$ cat config.mk
export PLATFORM = sky130hd
export DESIGN_NAME = div_issue_ctrl
export DESIGN_NICKNAME = d
export VERILOG_FILES = /design/src/rtl/div_issue_ctrl_pkg.sv /design/src/rtl/axis_sticky_issue.sv /design/src/rtl/div_issue_ctrl.sv
export SDC_FILE = /design/constraint.sdc
export NUM_CORES = 1
export LEC_CHECK = 0
export BUFFER_PORTS_ARGS = -buffer_cell sky130_fd_sc_hd__buf_2
export CAP_MARGIN = 15
export CORE_MARGIN = 10
export CORE_UTILIZATION = 40
export CTS_BUF_LIST = sky130_fd_sc_hd__clkbuf_4
export DETAILED_ROUTE_END_ITERATION = 10
export PLACE_DENSITY = 0.72
export SYNTH_ARGS = -nofsm -noshare
export SYNTH_HDL_FRONTEND = slang
export SYNTH_HIERARCHICAL = 1
export SYNTH_SLANG_ARGS = --single-unit
$ cat constraint.sdc
create_clock -name clk -period 5.4 [get_ports clk]
set_clock_uncertainty 0.15 [all_clocks]
set_input_delay 0.27 -clock clk [delete_from_list [all_inputs] [get_ports clk]]
set_output_delay 0.27 -clock clk [all_outputs]
set_load 0.005 [all_outputs]
$ cat src/rtl/div_issue_ctrl_pkg.sv
// Shared constants for the divider issue controller: FSM state encoding and default width.
package div_issue_ctrl_pkg;

  localparam int unsigned DivDataW = 32;

  typedef enum logic [2:0] {
    StIdle  = 3'd0,
    StIssue = 3'd1,
    StWait  = 3'd2,
    StDone  = 3'd3,
    StDrain = 3'd4
  } div_state_e;

endpackage

$ cat src/rtl/axis_sticky_issue.sv
// One AXI-Stream operand channel: offers tvalid while active until the beat is taken, then
// remembers the acceptance so the beat is never sent twice.
module axis_sticky_issue (
  input  logic clk,
  input  logic reset,
  input  logic active,
  input  logic clr,
  input  logic tready,
  output logic tvalid,
  output logic acc_nxt
);

  logic acc_q;

  assign tvalid  = active & ~acc_q;
  // Includes a handshake happening this cycle, so the owner can move on without a bubble.
  assign acc_nxt = acc_q | (tvalid & tready);

  // Sticky accepted flag: set on handshake, cleared whenever the owner is not issuing.
  always_ff @(posedge clk or posedge reset) begin
    if (reset) begin
      acc_q <= 1'b0;
    end else if (clr) begin
      acc_q <= 1'b0;
    end else if (tvalid & tready) begin
      acc_q <= 1'b1;
    end
  end

endmodule

$ cat src/rtl/div_issue_ctrl.sv
// Sequences one divide request from EXE through the signed or unsigned divider core and holds
// the selected quotient/remainder until EXE consumes it. Flushed requests whose operands have
// reached a core are drained so the owed result is swallowed.
module div_issue_ctrl
  import div_issue_ctrl_pkg::*;
#(
  parameter int unsigned DATA_W = DivDataW
) (
  input  logic                clk,
  input  logic                reset,
  input  logic                req_valid,
  output logic                req_ready,
  input  logic                req_signed,
  input  logic                req_rem,
  input  logic [DATA_W-1:0]   req_src1,
  input  logic [DATA_W-1:0]   req_src2,
  output logic                resp_valid,
  output logic [DATA_W-1:0]   resp_result,
  input  logic                resp_ready,
  input  logic                flush,
  output logic                busy,
  output logic [DATA_W-1:0]   div_dividend_tdata,
  output logic [DATA_W-1:0]   div_divisor_tdata,
  output logic                sdiv_dividend_tvalid,
  input  logic                sdiv_dividend_tready,
  output logic                sdiv_divisor_tvalid,
  input  logic                sdiv_divisor_tready,
  input  logic                sdiv_dout_tvalid,
  input  logic [2*DATA_W-1:0] sdiv_dout_tdata,
  output logic                udiv_dividend_tvalid,
  input  logic                udiv_dividend_tready,
  output logic                udiv_divisor_tvalid,
  input  logic                udiv_divisor_tready,
  input  logic                udiv_dout_tvalid,
  input  logic [2*DATA_W-1:0] udiv_dout_tdata
);

  div_state_e          state_q;
  logic                req_ready_q, resp_valid_q, busy_q;
  logic                sel_signed_q, sel_rem_q, drain_pend_q;
  logic [DATA_W-1:0]   dividend_q, divisor_q, resp_result_q;

  logic                accept, issuing, s_active, u_active;
  logic                s_dvd_acc, s_dvs_acc, u_dvd_acc, u_dvs_acc;
  logic                dvd_acc, dvs_acc, any_acc, both_acc;
  logic                dout_sel;
  logic [2*DATA_W-1:0] dout_data;
  logic [DATA_W-1:0]   dout_pick;

  assign accept   = req_valid & req_ready_q & ~flush;
  assign issuing  = (state_q == StIssue);
  assign s_active = issuing & sel_signed_q;
  assign u_active = issuing & ~sel_signed_q;

  axis_sticky_issue u_sdiv_dividend (
    .clk     (clk),
    .reset   (reset),
    .active  (s_active),
    .clr     (~issuing),
    .tready  (sdiv_dividend_tready),
    .tvalid  (sdiv_dividend_tvalid),
    .acc_nxt (s_dvd_acc)
  );

  axis_sticky_issue u_sdiv_divisor (
    .clk     (clk),
    .reset   (reset),
    .active  (s_active),
    .clr     (~issuing),
    .tready  (sdiv_divisor_tready),
    .tvalid  (sdiv_divisor_tvalid),
    .acc_nxt (s_dvs_acc)
  );

  axis_sticky_issue u_udiv_dividend (
    .clk     (clk),
    .reset   (reset),
    .active  (u_active),
    .clr     (~issuing),
    .tready  (udiv_dividend_tready),
    .tvalid  (udiv_dividend_tvalid),
    .acc_nxt (u_dvd_acc)
  );

  axis_sticky_issue u_udiv_divisor (
    .clk     (clk),
    .reset   (reset),
    .active  (u_active),
    .clr     (~issuing),
    .tready  (udiv_divisor_tready),
    .tvalid  (udiv_divisor_tvalid),
    .acc_nxt (u_dvs_acc)
  );

  assign dvd_acc  = sel_signed_q ? s_dvd_acc : u_dvd_acc;
  assign dvs_acc  = sel_signed_q ? s_dvs_acc : u_dvs_acc;
  assign any_acc  = dvd_acc | dvs_acc;
  assign both_acc = dvd_acc & dvs_acc;

  // Results from the unselected core are never looked at.
  assign dout_sel  = sel_signed_q ? sdiv_dout_tvalid : udiv_dout_tvalid;
  assign dout_data = sel_signed_q ? sdiv_dout_tdata : udiv_dout_tdata;
  assign dout_pick = sel_rem_q ? dout_data[DATA_W-1:0] : dout_data[2*DATA_W-1:DATA_W];

  // Request sequencing FSM with registered handshake/status outputs.
  always_ff @(posedge clk or posedge reset) begin
    if (reset) begin
      state_q       <= StIdle;
      req_ready_q   <= 1'b1;
      resp_valid_q  <= 1'b0;
      busy_q        <= 1'b0;
      resp_result_q <= '0;
      dividend_q    <= '0;
      divisor_q     <= '0;
      sel_signed_q  <= 1'b0;
      sel_rem_q     <= 1'b0;
      drain_pend_q  <= 1'b0;
    end else begin
      unique case (state_q)
        StIdle: begin
          if (accept) begin
            state_q      <= StIssue;
            req_ready_q  <= 1'b0;
            busy_q       <= 1'b1;
            dividend_q   <= req_src1;
            divisor_q    <= req_src2;
            sel_signed_q <= req_signed;
            sel_rem_q    <= req_rem;
            drain_pend_q <= 1'b0;
          end
        end
        StIssue: begin
          if (flush && !any_acc) begin
            // Nothing reached the core yet, so no result will ever be owed.
            state_q     <= StIdle;
            req_ready_q <= 1'b1;
            busy_q      <= 1'b0;
          end else if (both_acc) begin
            state_q <= (flush || drain_pend_q) ? StDrain : StWait;
          end else if (flush) begin
            // Part of the operand pair is in the core; finish the pair, then drain.
            drain_pend_q <= 1'b1;
          end
        end
        StWait: begin
          if (dout_sel) begin
            if (flush) begin
              // The owed result arrives with the flush: drop it and skip draining.
              state_q     <= StIdle;
              req_ready_q <= 1'b1;
              busy_q      <= 1'b0;
            end else begin
              state_q       <= StDone;
              resp_valid_q  <= 1'b1;
              resp_result_q <= dout_pick;
            end
          end else if (flush) begin
            state_q <= StDrain;
          end
        end
        StDone: begin
          if (flush || resp_ready) begin
            state_q      <= StIdle;
            req_ready_q  <= 1'b1;
            busy_q       <= 1'b0;
            resp_valid_q <= 1'b0;
          end
        end
        StDrain: begin
          if (dout_sel) begin
            state_q     <= StIdle;
            req_ready_q <= 1'b1;
            busy_q      <= 1'b0;
          end
        end
        default: begin
          state_q      <= StIdle;
          req_ready_q  <= 1'b1;
          busy_q       <= 1'b0;
          resp_valid_q <= 1'b0;
        end
      endcase
    end
  end

  assign req_ready          = req_ready_q;
  assign resp_valid         = resp_valid_q;
  assign resp_result        = resp_result_q;
  assign busy               = busy_q;
  assign div_dividend_tdata = dividend_q;
  assign div_divisor_tdata  = divisor_q;

endmodule

==> results.md <==
- WL met2: 8970 microns
- Sequential share of power: 41.2%
- Fin Setup TNS: 0 ps
- P_int: 2.23 mW
- Post-synth top cells: dfrtp_1, mux2_1, mux4_2
- Clock transition at path regs: 160 ps
- CTS Buf Count: 9
- Initial DRT Pass Iterations: 4
- Vias in the first global route: 5,062
- Unrepaired setup endpoints after global routing: no
- H-Tree Level Count: 3
- Global-route wire length before repair: 27,100 microns
- Final setup fails: 0
- Critical Path AT: 2960 ps
- Crit Path Max Fanout: 12
- Port Buffers: 307
- Comb pwr share: 47.7%
- Skew-Pair Late Insertion Delay: 440 ps
- Psw: 1.22 mW
- P&R area growth vs syn: 46.7%
- Vias: 4,370
- Most common cell in the netlist: dfrtp_1
- WL/cell: 19.9 microns
- Final hold violation count: 0
- Total power: 3.45 mW
- Crit Path Class: register to register
- Hold Path Class: primary input to register
- Worst setup SP type: register
- Row Count: 41
- Fillers: 979
- Power density over cell area: 444 nW/um^2
- Total grt overflow: 0
- Final Cell Area: 7770 sq um
- Starting Density: 41.5%
- Die area: 18,300 sq um
- Share of layout cells above drive strength 1: 56.5%
- Synth top area share: 51.0%
- Top area cells in the synthesized netlist: dfrtp_1, mux2_1, mux4_2
- Critical path capture point type: register
- Area after DPL: 6940 sq um
- M1 wire length: 6430 microns
- CTS Sinks: 109
- Drt drc: 0
- Warnings from Yosys: 6
- Final Max Tran Viols: 0
- DP HPWL: 13,500 microns
- CTS max path bufs: 2
- Synth Net Count: 540
- Syn_area_per_cell: 15.8 sq um
- Antenna Nets Post-Route: 0
- Routability Congestion: 0.887
- DR vias/cell: 4.98
- Postcts setup bufs: 0
- Root buffer selected by CTS: clkbuf_4
- Final period utilization: 51.1%
- Clock power frac: 11.1%
- Status: complete, no violations
- Cell taking the most area after synthesis: dfrtp_1
- Met3 WL post-DR: 1790 microns
- Largest net degree at the start of global routing: 71
- Total I/O pin count: 308
- Switching Share: 35.4%
- Iteration-0 DRC count of the detailed router: 164
- CTS tree: built
- Synth Register Bits: 109
- Primary FF master, synth: dfrtp_1
- Least-Margin Pin Slew: 901 ps
- Initial antenna violation count: 2
- Routed WL: 17,400 microns
- Sequential element share of the synthesized area: 51.5%
- Top sig layer: met4
- Post-synth EDFFs: 0
- Critical path required time: 5600 ps
- Yosys cell types: 45
- Final net count: 904
- Ys async rst share: 100%
- Relative slew slack: 39.9%
- Mapped Cells: 335
- Overall Global Routing Usage: 18.6%
- Max cap viols: 0
- Peak Freq: 0.362 GHz
- Core ar.: 12,800 sq um
- Die Wd: 135 microns
- Die Height: 135 microns
- Peak VDD IR: 205 uV
- Mapped cell area: 5300 sq um
- Leak: 3.98 nW
- Post-layout min period: 2760 ps
-- critical path: stages, from the launching register on --
cell,delay (ps)
dfrtp_1,570
nor3b_1,430
inv_1,320
nor2_1,260
a21o_1,200
a21oi_1,100
a32oi_1,220
o211ai_1,160
o41ai_1,250
-- state kept, by name, indices dropped and copies added (netlist names), 3 cells and up --
register	count
state_q	3
div_dividend_tdata	32
resp_result	32
div_divisor_tdata	32
-- cell type report --
cell class                 count  area (sq um)  share of cell area, %
sequential                   109          2730                   35.1
multi-input combinational    196          2420                   31.1
timing repair buffer         377          2250                   28.9
tap                          172           215                   2.77
clock buffer                  10          75.1                  0.966
clock inverter                 6          53.8                  0.692
inverter                       6          25.0                  0.322
antenna                        1          2.50                 0.0322
-- metal layers --
layer  track usage (%)  vias to the layer above
li1                  -                     1993
met1              19.8                     2125
met2              33.2                      229
met3              7.31                       23
met4              5.68                        0
met5                 0                        -
-- final timing paths --
| path | slack [ps] | start | cells after the start | endpoint |
|---|---|---|---|---|
| max | 2640 | state_q[0]$_DFFE_PP0P_ | 8 | state_q[0]$_DFFE_PP0P_ |
| min | 60 | sdiv_divisor_tready | 3 | u_sdiv_divisor/acc_q$_DFFE_PP0P_ |
| max reg2reg | 2640 | state_q[0]$_DFFE_PP0P_ | 8 | state_q[0]$_DFFE_PP0P_ |
| min reg2reg | 350 | div_divisor_tdata[14]$_DFFE_PP0P_ | 1 | div_divisor_tdata[14]$_DFFE_PP0P_ |
| max in group asynchronous | 3650 | reset | 4 | div_dividend_tdata[18]$_DFFE_PP0P_ |
| min in group asynchronous | 80 | reset | 3 | u_udiv_dividend/acc_q$_DFFE_PP0P_ |
-- metrics by stage --
stage / hold WS [ps] / cells / util [%] / setup slack [ps]
after CTS: 14.6 / 875 / 60.6 / 2600
final: 59.1 / 877 / 60.8 / 2640
after global placement: 13.4 / 792 / 54.3 / 2840
after floorplan: -151 / 335 / - / 2220
after global routing: 25.9 / 877 / 60.8 / 2350
after detailed placement: 20.0 / 792 / 54.3 / 2700
-- cells by family after synthesis --
| family | share of synthesized area (%) |
|---|---|
| flops | 51.5 |
| compound gates | 4.34 |
| mux | 36.9 |
| buf+inv | 2.98 |
| simple gates | 4.30 |
-- placed cells by master, fill, tap and decap left out, types with 5 or more instances in the layout --
cell and instances:
a21oi_1 6, buf_2 307, clkbuf_4 10, dfrtp_1 107, dlygate4sd3_1 67, inv_1 5
mux2_1 69, mux2_4 29, mux4_2 32, nor2_1 5, nor2b_1 5
-- what timing repair did --
action                                  CTS  global route
endpoints found under the setup margin    0             0
gates resized for setup                   0             0
hold buffers                             67             0
hold endpoints to repair                105             0
-- power groups by stage --
stage               combinational, mW  sequential, mW  clock, mW
global placement                 1.55            1.43          0
CTS                              1.64            1.44      0.402
finish                           1.65            1.42      0.382
global route                     1.82            1.47      0.433
detailed placement               1.60            1.45          0
floorplan                       0.984            1.40          0
(Power assumes the default switching activity.)
